### src/rtl/cpu_mc_pkg.sv
// rtl/cpu_mc_pkg.sv - opcode and FSM state definitions shared by the cpu_mc files
package cpu_mc_pkg;

  localparam logic [3:0] OP_ADD  = 4'd0;
  localparam logic [3:0] OP_SUB  = 4'd1;
  localparam logic [3:0] OP_AND  = 4'd2;
  localparam logic [3:0] OP_OR   = 4'd3;
  localparam logic [3:0] OP_XOR  = 4'd4;
  localparam logic [3:0] OP_SLT  = 4'd5;
  localparam logic [3:0] OP_MOV  = 4'd6;
  localparam logic [3:0] OP_LI   = 4'd7;
  localparam logic [3:0] OP_BEQZ = 4'd8;
  localparam logic [3:0] OP_J    = 4'd9;
  localparam logic [3:0] OP_JAL  = 4'd10;
  localparam logic [3:0] OP_JR   = 4'd11;
  localparam logic [3:0] OP_LD   = 4'd12;
  localparam logic [3:0] OP_ST   = 4'd13;
  localparam logic [3:0] OP_NOP  = 4'd14;
  localparam logic [3:0] OP_HALT = 4'd15;

  typedef enum logic [1:0] {
    ST_FETCH  = 2'd0,
    ST_EXEC   = 2'd1,
    ST_MEM    = 2'd2,
    ST_HALTED = 2'd3
  } state_t;

endpackage

### src/rtl/cpu_mc_if.sv
// rtl/cpu_mc_if.sv - instruction and data memory req/ack bus
// master: core side (drives req/addr/wdata/we), slave: memory side (drives ack/data)
interface cpu_mc_if #(
  parameter int W  = 10,
  parameter int AW = 10
);
  logic          imem_req;
  logic [AW-1:0] imem_addr;
  logic          imem_ack;
  logic [W-1:0]  imem_data;
  logic          dmem_req;
  logic          dmem_we;
  logic [AW-1:0] dmem_addr;
  logic [W-1:0]  dmem_wdata;
  logic          dmem_ack;
  logic [W-1:0]  dmem_rdata;

  modport master (
    output imem_req, imem_addr, dmem_req, dmem_we, dmem_addr, dmem_wdata,
    input  imem_ack, imem_data, dmem_ack, dmem_rdata
  );

  modport slave (
    input  imem_req, imem_addr, dmem_req, dmem_we, dmem_addr, dmem_wdata,
    output imem_ack, imem_data, dmem_ack, dmem_rdata
  );
endinterface

### src/rtl/cpu_mc_regfile.sv
// rtl/cpu_mc_regfile.sv - register file, 2 async read ports, 1 sync write port
// ports: clk, reset (async active-low clear), ra1_i/rd1_o, ra2_i/rd2_o, we_i/wa_i/wd_i
module cpu_mc_regfile #(
  parameter int W    = 10,
  parameter int NREG = 8
) (
  input  logic                    clk,
  input  logic                    reset,
  input  logic [$clog2(NREG)-1:0] ra1_i,
  input  logic [$clog2(NREG)-1:0] ra2_i,
  output logic [W-1:0]            rd1_o,
  output logic [W-1:0]            rd2_o,
  input  logic                    we_i,
  input  logic [$clog2(NREG)-1:0] wa_i,
  input  logic [W-1:0]            wd_i
);
  logic [W-1:0] regs_q [NREG];

  // entry 0 is never written, so r0 reads as zero
  always_ff @(posedge clk or negedge reset) begin
    if (!reset) begin
      for (int i = 0; i < NREG; i++) regs_q[i] <= '0;
    end else if (we_i && (wa_i != '0)) begin
      regs_q[wa_i] <= wd_i;
    end
  end

  assign rd1_o = (ra1_i == '0) ? '0 : regs_q[ra1_i];
  assign rd2_o = (ra2_i == '0) ? '0 : regs_q[ra2_i];
endmodule

### src/rtl/cpu_mc.sv
// rtl/cpu_mc.sv - multi-cycle CPU core with req/ack instruction and data memories
// ports: clk, reset (async active-low), bus (cpu_mc_if master), donebit, pc_out
module cpu_mc
  import cpu_mc_pkg::*;
#(
  parameter int W    = 10,
  parameter int NREG = 8,
  parameter int AW   = 10
) (
  input  logic          clk,
  input  logic          reset,
  cpu_mc_if.master      bus,
  output logic          donebit,
  output logic [AW-1:0] pc_out
);
  localparam int R  = $clog2(NREG);
  localparam int SW = W - 4 - R;
  localparam logic [R-1:0] LINK = R'(NREG - 1);

  state_t        state_q, state_d;
  logic [AW-1:0] pc_q, pc_d;
  logic [W-1:0]  instr_q, instr_d;
  logic          done_q, done_d;
  // low during reset and the first cycle after it, so no request is seen while reset is asserted
  logic          run_q;

  logic [3:0]          op;
  logic [R-1:0]        rd_a, rs_a;
  logic signed [W-1:0] imm_s, imm_l;
  logic [W-1:0]        rd_val, rs_val, alu_res;
  logic [AW-1:0]       pc_inc, pc_br, pc_j;
  logic                rf_we;
  logic [R-1:0]        rf_wa;
  logic [W-1:0]        rf_wd;

  assign op    = instr_q[W-1 -: 4];
  assign rd_a  = instr_q[W-5 -: R];
  assign rs_a  = instr_q[W-5-R -: R];
  assign imm_s = {{(4+R){instr_q[SW-1]}}, instr_q[SW-1:0]};
  assign imm_l = {{4{instr_q[W-5]}}, instr_q[W-5:0]};

  assign pc_inc = pc_q + AW'(1);
  assign pc_br  = pc_q + AW'(imm_s);
  assign pc_j   = pc_q + AW'(imm_l);

  cpu_mc_regfile #(.W(W), .NREG(NREG)) u_rf (
    .clk   (clk),
    .reset (reset),
    .ra1_i (rd_a),
    .ra2_i (rs_a),
    .rd1_o (rd_val),
    .rd2_o (rs_val),
    .we_i  (rf_we),
    .wa_i  (rf_wa),
    .wd_i  (rf_wd)
  );

  always_comb begin
    alu_res = '0;
    case (op)
      OP_ADD:  alu_res = rd_val + rs_val;
      OP_SUB:  alu_res = rd_val - rs_val;
      OP_AND:  alu_res = rd_val & rs_val;
      OP_OR:   alu_res = rd_val | rs_val;
      OP_XOR:  alu_res = rd_val ^ rs_val;
      OP_SLT:  alu_res = {{(W-1){1'b0}}, ($signed(rd_val) < $signed(rs_val))};
      OP_MOV:  alu_res = rs_val;
      OP_LI:   alu_res = $unsigned(imm_s);
      default: alu_res = '0;
    endcase
  end

  always_ff @(posedge clk or negedge reset) begin
    if (!reset) begin
      state_q <= ST_FETCH;
      pc_q    <= '0;
      instr_q <= '0;
      done_q  <= 1'b0;
      run_q   <= 1'b0;
    end else begin
      state_q <= state_d;
      pc_q    <= pc_d;
      instr_q <= instr_d;
      done_q  <= done_d;
      run_q   <= 1'b1;
    end
  end

  always_comb begin
    state_d = state_q;
    case (state_q)
      ST_FETCH: if (run_q && bus.imem_ack) state_d = ST_EXEC;
      ST_EXEC: begin
        if (op == OP_LD || op == OP_ST) state_d = ST_MEM;
        else if (op == OP_HALT)         state_d = ST_HALTED;
        else                            state_d = ST_FETCH;
      end
      ST_MEM:  if (bus.dmem_ack) state_d = ST_FETCH;
      default: state_d = ST_HALTED;
    endcase
  end

  // datapath: instruction latch, PC update and register write-back
  always_comb begin
    pc_d    = pc_q;
    instr_d = instr_q;
    done_d  = done_q;
    rf_we   = 1'b0;
    rf_wa   = rd_a;
    rf_wd   = alu_res;
    case (state_q)
      ST_FETCH: if (run_q && bus.imem_ack) instr_d = bus.imem_data;
      ST_EXEC: begin
        case (op)
          OP_BEQZ: pc_d = (rd_val == '0) ? pc_br : pc_inc;
          OP_J:    pc_d = pc_j;
          OP_JAL: begin
            pc_d  = pc_j;
            rf_we = 1'b1;
            rf_wa = LINK;
            rf_wd = W'(pc_inc);
          end
          OP_JR:   pc_d = AW'(rd_val);
          OP_LD, OP_ST: pc_d = pc_q;
          OP_NOP:  pc_d = pc_inc;
          OP_HALT: done_d = 1'b1;
          default: begin
            rf_we = 1'b1;
            pc_d  = pc_inc;
          end
        endcase
      end
      ST_MEM: begin
        if (bus.dmem_ack) begin
          pc_d = pc_inc;
          if (op == OP_LD) begin
            rf_we = 1'b1;
            rf_wd = bus.dmem_rdata;
          end
        end
      end
      default: pc_d = pc_q;
    endcase
  end

  always_comb begin
    bus.imem_req   = run_q && (state_q == ST_FETCH);
    bus.imem_addr  = pc_q;
    bus.dmem_req   = (state_q == ST_MEM);
    bus.dmem_we    = (state_q == ST_MEM) && (op == OP_ST);
    bus.dmem_addr  = AW'(rs_val);
    bus.dmem_wdata = rd_val;
    donebit        = done_q;
    pc_out         = pc_q;
  end
endmodule

### src/flat_wrapper.sv
// flat-port wrapper written by rule: the top's interface ports become plain ports
module cpu_mc_flat import cpu_mc_pkg::*;
#(
  parameter int W    = 10,
  parameter int NREG = 8,
  parameter int AW   = 10
)
  (clk, reset, donebit, pc_out, bus_imem_req, bus_imem_addr, bus_dmem_req, bus_dmem_we, bus_dmem_addr, bus_dmem_wdata, bus_imem_ack, bus_imem_data, bus_dmem_ack, bus_dmem_rdata);
  cpu_mc_if #(.W(W), .AW(AW)) bus_i ();
  input  logic clk;
  input  logic reset;
  output logic donebit;
  output logic [AW-1:0] pc_out;
  output wire logic [$bits(bus_i.imem_req)-1:0] bus_imem_req;
  output wire logic [$bits(bus_i.imem_addr)-1:0] bus_imem_addr;
  output wire logic [$bits(bus_i.dmem_req)-1:0] bus_dmem_req;
  output wire logic [$bits(bus_i.dmem_we)-1:0] bus_dmem_we;
  output wire logic [$bits(bus_i.dmem_addr)-1:0] bus_dmem_addr;
  output wire logic [$bits(bus_i.dmem_wdata)-1:0] bus_dmem_wdata;
  input wire logic [$bits(bus_i.imem_ack)-1:0] bus_imem_ack;
  input wire logic [$bits(bus_i.imem_data)-1:0] bus_imem_data;
  input wire logic [$bits(bus_i.dmem_ack)-1:0] bus_dmem_ack;
  input wire logic [$bits(bus_i.dmem_rdata)-1:0] bus_dmem_rdata;
  assign bus_imem_req = bus_i.imem_req;
  assign bus_imem_addr = bus_i.imem_addr;
  assign bus_dmem_req = bus_i.dmem_req;
  assign bus_dmem_we = bus_i.dmem_we;
  assign bus_dmem_addr = bus_i.dmem_addr;
  assign bus_dmem_wdata = bus_i.dmem_wdata;
  assign bus_i.imem_ack = bus_imem_ack;
  assign bus_i.imem_data = bus_imem_data;
  assign bus_i.dmem_ack = bus_dmem_ack;
  assign bus_i.dmem_rdata = bus_dmem_rdata;
  cpu_mc #(.W(W), .NREG(NREG), .AW(AW)) u_core (.clk(clk), .reset(reset), .bus(bus_i), .donebit(donebit), .pc_out(pc_out));
endmodule
### config.mk
export PLATFORM = sky130hd
export DESIGN_NAME = cpu_mc_flat
export DESIGN_NICKNAME = d
export VERILOG_FILES = /design/src/rtl/cpu_mc_pkg.sv /design/src/rtl/cpu_mc_if.sv /design/src/rtl/cpu_mc_regfile.sv /design/src/rtl/cpu_mc.sv /design/src/flat_wrapper.sv
export SDC_FILE = /design/constraint.sdc
export NUM_CORES = 1
export LEC_CHECK = 0
export ABC_AREA = 1
export CAP_MARGIN = 0
export CORE_ASPECT_RATIO = 0.8
export CORE_MARGIN = 3
export CORE_UTILIZATION = 32
export CTS_BUF_LIST = sky130_fd_sc_hd__clkbuf_16
export CTS_CLUSTER_DIAMETER = 120
export DETAILED_ROUTE_END_ITERATION = 10
export PLACE_DENSITY = 0.53
export SYNTH_ARGS = -nofsm -noshare
export SYNTH_HDL_FRONTEND = slang
export SYNTH_SLANG_ARGS = --single-unit
### constraint.sdc
create_clock -name clk -period 4.55 [get_ports clk]
set_input_delay 1.365 -clock clk [delete_from_list [all_inputs] [get_ports clk]]
set_output_delay 1.365 -clock clk [all_outputs]
set_load 0.005 [all_outputs]
Word level (Yosys, flattened, before mapping) --
Index checks and enable logic that the tools add are counted.
Word-level totals: register bits 104, output and inout bits 44, logic and storage cells 100
Operators by class: add/sub/neg operators 5, order comparisons 5, eq/ne operators 20, mux-type cells 31, bitwise operators 6, reductions and logical operators 20
Operators with widths (count):
- $mux W10 | 12
- $bwmux W80 | 1
- $pmux W10 S8 | 1
- $bmux W10 S3 | 2
- $pmux W10 S2 | 2
- $pmux W10 S4 | 1
- $eq A4 B4 Y1 const B | 8
- $add A10 B10 Y10 | 3
- $demux W10 S3 | 1
- $eq A4 B3 Y1 const B | 4
- $ge A4 B4 Y1 const B | 3
- $not A3 Y4 | 3
- $add A10 B1 Y10 const B | 1
- $and A10 B10 Y10 | 1
- $logic_not A10 Y1 | 1
- $lt A10 B10 Y1 | 1
- $or A10 B10 Y10 | 1
- $sub A10 B10 Y10 | 1
- $xor A10 B10 Y10 | 1
- $eq A4 B2 Y1 const B | 2
- $mux W2 | 4
- $reduce_or A7 Y1 | 1
- $logic_not A3 Y1 | 2
- $mux W3 | 2
- 19 further kinds | 28

Logic depth before layout (Yosys ltp) --
depth after elaboration 11, mapped depth 26, gate-level depth less buffers 25

Hierarchy --
Synthesis repeated with hierarchy kept, for this count alone.
Second synthesis, totals: cell total of the unflattened synthesis 1396, area, all modules 8952.3 um^2
By module, submodules not included:
- cpu_mc_regfile | instances 1, cells an instance 727, area an instance 4779.6 um^2, sequential area each 2001.9 um^2
- cpu_mc | instances 1, cells an instance 669, area an instance 4172.8 um^2, sequential area each 600.6 um^2

Worst setup path after synthesis --
OpenSTA, ideal clock, no wires.
path kind register to register, from reg u_core.instr_q[1], to reg u_core.u_rf.regs_q[52] (netlist name), library setup time 132 ps, arrival 2862 ps, data required time 4418 ps, path slack 1557 ps, stages on the path, launching flop included 19, path buffers 2, clock period less this slack 2993 ps, path through dfrtp_1 buf_4 clkinv_1 buf_2 a21oi_1 o21ai_0 nand3_1 o211ai_1 inv_1 ha_1 inv_1 fa_1 or2_2 nand3_1 o2111ai_1 nor3_1 o21ai_2 nand2_1 o21ai_0
On the way: word-level cells in the longest chain between the ends 11, elaborated cells between the ends (all ways) 17
RTL lines:
- from (decl) | line cpu_mc.sv:22 | logic [W-1:0] instr_q, instr_d;
- from (signal assigned) | line cpu_mc.sv:83 | instr_q <= instr_d;
- $not A3 Y4 (not written as such) | line cpu_mc_regfile.sv:29 | assign rd2_o = (ra2_i == '0) ? '0 : regs_q[ra2_i];
- $bmux W10 S3 | line cpu_mc_regfile.sv:29
- $mux W10 (not written as such) (2 in series) | line cpu_mc_regfile.sv:29
- $mux W10 (*) | line cpu_mc_regfile.sv:29
- via bus_dmem_addr[0] | line flat_wrapper.sv:18 | output wire logic [$bits(bus_i.dmem_addr)-1:0] bus_dmem_addr;
- $sub A10 B10 Y10 / $add A10 B10 Y10 (equally long branches) | line cpu_mc.sv:62, cpu_mc.sv:61
- $pmux W10 S8 (*) | line cpu_mc.sv:60 | case (op)
- $mux W10 | line cpu_mc.sv:136 | if (op == OP_LD) begin
- $mux W10 | line cpu_mc.sv:134 | if (bus.dmem_ack) begin
- $pmux W10 S2 (*) | line cpu_mc.sv:111 | case (state_q)
- $bwmux W80 (*) | line cpu_mc_regfile.sv:24 | regs_q[wa_i] <= wd_i;
- to (signal, indexed assignment) | line cpu_mc_regfile.sv:24
- to (decl) | line cpu_mc_regfile.sv:17 | logic [W-1:0] regs_q [NREG];
Mark *: on every way through the listed nets, which the timed path passes. The rest lies on a longest branch. The select of a mux whose other input is x is not followed. A chain may end at the register's enable or synchronous reset.

Final worst setup path --
from reg u_core.instr_q[3], to out bus_dmem_wdata[1]
On the way: word-level cells in the longest chain between the ends 5, elaborated cells between the ends (all ways) 6
RTL lines:
- $not A3 Y4 (not written as such) | line cpu_mc_regfile.sv:28 | assign rd1_o = (ra1_i == '0) ? '0 : regs_q[ra1_i];
- $bmux W10 S3 | line cpu_mc_regfile.sv:28
- $mux W10 (not written as such) (2 in series) | line cpu_mc_regfile.sv:28
- $mux W10 (*) | line cpu_mc_regfile.sv:28
- to (decl) | line flat_wrapper.sv:19 | output wire logic [$bits(bus_i.dmem_wdata)-1:0] bus_dmem_wdata;
Mark *: on every way between the ends. The rest lies on a longest branch, timed or not. The select of a mux whose other input is x is not followed.

==> metrics.txt <==
outcome complete, no violations; critical path's top delay family buffers and inverters; fillers 2919; most frequent cells in the layout nand2_1, inv_1, o21ai_0; Synth Register Bits 104; commonest non-fill, non-tap cell in the layout nand2_1; Net count, final 1447; Post-synth EDFFs 0; Root Driver clkbuf_16; Synth Net Count 1419; sequential cell area 2600 sq um; actual slew at the worst max-slew pin 1.30 ns; routability cong. 0.983; CTS tree done; Arr. time, crit path 2.75 ns; Die Y 154 um; critical path required time 3.18 ns; first-pass GRT wire length 49800 um; # port buffers 67; area of the multi-input gates 5060 sq um; # setup viols final 0; Tcrit/Tclk final 90.5%; ANT nets after route 0; CP Cell Sequence buf_4 > o21ai_0 > o21ai_1 > nand2_1 > nand2_1 > clkdlybuf4s50_1; Die X 191 um; DP HPWL 24100 um; initial antenna violation count 0; CTS Buffer Depth 2; total CTS buffers 9; setup bufs post-CTS 0; Setup crit start kind register; Tmin final 4.12 ns; max incr delay on CP 0.61 ns; H-Tree Depth 3; CTS sink cnt 104; Iteration-0 DRC Markers 903; yosys warns 0; GRT overflow 0; Synth Area in Adders 7.81%; vias in the first global route 8490; Cell variety after synth 49; drt total wl 32000 um; fin cells 1732; core area 26700 sq um; worst rel slew slack 12.5%; cell mode on critical path nand2_1; Fin Clk Skew 0.0179 ns; post-synthesis mux area share 0%; Final Max Tran Viols 0; crit end category output pin; clk_lat worst skew 0.38 ns; post-cts resize count 0; Post-Synth XOR/XNOR Area 1.80%; drt via density 5.20; syn avg cell area 6.54 sq um; n_diodes 0; Synth Area in Compound Gates 19.3%; CTS clk-pin slew, worst paths 0.09 ns; Area Overhead vs Synth 13.7%; post-synthesis async set-or-reset flop share 100%; cell row count 53; GRT Total Usage 21.9%; Synth Instances 1342; CP Class reg -> out; share of cells above drive strength 1 5.24%; CP max FO 57; Hold Buf Count CTS 0; Boundary Pins 68; main combinational cell family by area after synthesis simple AND/OR/NAND/NOR gates; routed vias 9011; Pre-antenna DRT Iters 8; largest net degree at the start of global routing 58; sequential area share after synthesis 29.7%; simple-gate share of the synthesized area 28.6%; setup tns final 0 ns; die area 29500 sq um; Critical path buffers and inverters 2; RSZ-0062 raised after global routing no; # DRC 0; Peak Freq 243 MHz; Max-cap violations 0; initial core utilization 32.9%; Syn Std Cell Area 8780 sq um; hold crit path type reg -> reg; Main synth FF type dfrtp_1; Inst Count DP 1716; WL/cell 18.5 um; Worst path slowest cell clkdlybuf4s50_1; post-layout util 37.4%; Fin. Hold Viols 0
[metrics by stage]
step	area [sq um]	hold slack (ns)	setup WS [ns]
2_1_floorplan	8780	0.440	1.56
3_5_place_dp	9670	0.386	0.705
6_report	9980	0.403	0.431
5_1_grt	9980	0.423	0.283
4_1_cts	9980	0.408	0.448
3_3_place_gp	9670	0.383	0.670
[cells by family (layout without fill, tap and decap cells)]
group / after synthesis / in the layout
buffers and inverters: 264 / 297
other: 1 / 1
XOR/XNOR: 18 / 18
AND/OR/NAND/NOR: 601 / 601
adder cells (fa/ha/maj): 53 / 53
flip-flops: 104 / 104
AO/OA/AOI/OAI: 301 / 301
[layout make-up]
class                   instances  share of cell area [%]
multi-input cells             974                    50.7
repair buffers                 86                    8.38
flip-flops and latches        104                    26.1
clock buffers                   9                    2.26
well taps                     357                    4.48
inverters                     195                    7.34
clock inverters                 7                   0.790
[per-layer routing]
layer | routed length (um) | share of wire, % | GRT usage, %
met4 | 560 | 1.7 | 5.03
met2 | 13700 | 43 | 32.7
met3 | 2620 | 8.2 | 5.17
met1 | 15200 | 47 | 31.9
met5 | 0 | 0 | 0
[synth_stat cells (2+ instances only)]
master | number | area share, %
nand2_1 | 378 | 16
inv_1 | 182 | 7.8
o21ai_0 | 127 | 7.2
dfrtp_1 | 104 | 30
nand3_1 | 96 | 5.5
nor2_1 | 82 | 3.5
a21oi_1 | 81 | 4.6
ha_1 | 50 | 7.1
clkbuf_1 | 28 | 1.2
o211ai_1 | 24 | 2.1
buf_2 | 20 | 1.1
o22ai_1 | 16 | 1.1
buf_4 | 13 | 1.1
nand4_1 | 13 | 0.93
o21ai_1 | 13 | 0.74
xor2_1 | 13 | 1.3
a31oi_1 | 12 | 0.86
inv_2 | 10 | 0.43
nor3_1 | 10 | 0.57
buf_6 | 7 | 0.90
a211oi_1 | 6 | 0.51
a221oi_1 | 5 | 0.50
nand2_2 | 5 | 0.36
nor2_2 | 5 | 0.36
xnor2_1 | 5 | 0.50
or2_2 | 4 | 0.29
clkinv_1 | 3 | 0.13
fa_1 | 3 | 0.68
nor3_2 | 3 | 0.34
o21bai_1 | 3 | 0.26
a21boi_0 | 2 | 0.17
a21o_1 | 2 | 0.17
[worst reg2reg max path: cells and delay by family (launching register included)]
| family | cells | cell delay [ns] |
|---|---|---|
| adders and majority gates | 2 | 0.73 |
| and+or+nand+nor | 9 | 1.54 |
| buffers and inverters | 3 | 0.80 |
| DFF | 1 | 0.37 |
| AOI/OAI and AO/OA | 3 | 0.45 |
[final timing paths]
kind / startpoint / end / slack, ns / cells past startpoint
setup / recovery: u_core.instr_q[3] / bus_dmem_wdata[1] / 0.43 / 6
hold / removal: u_core.u_rf.regs_q[77] / u_core.u_rf.regs_q[77] / 0.40 / 0
setup reg to reg: u_core.instr_q[3] / u_core.u_rf.regs_q[22] / 0.53 / 17
hold reg to reg: u_core.u_rf.regs_q[77] / u_core.u_rf.regs_q[77] / 0.40 / 0
max in group asynchronous: reset / u_core.u_rf.regs_q[66] / 2.71 / 2
min in group asynchronous: reset / u_core.state_q[1] / 1.03 / 1
[flip-flops by register name, indices dropped and copies added, names as in the netlist]
register and cells:
u_core.bus.imem_addr 10, u_core.donebit 1, u_core.instr_q 10, u_core.run_q 1
u_core.state_q 2, u_core.u_rf.regs_q 80
Power is not shown: default switching activity piles up to over one toggle a cycle in this logic, so the estimate is an artifact.
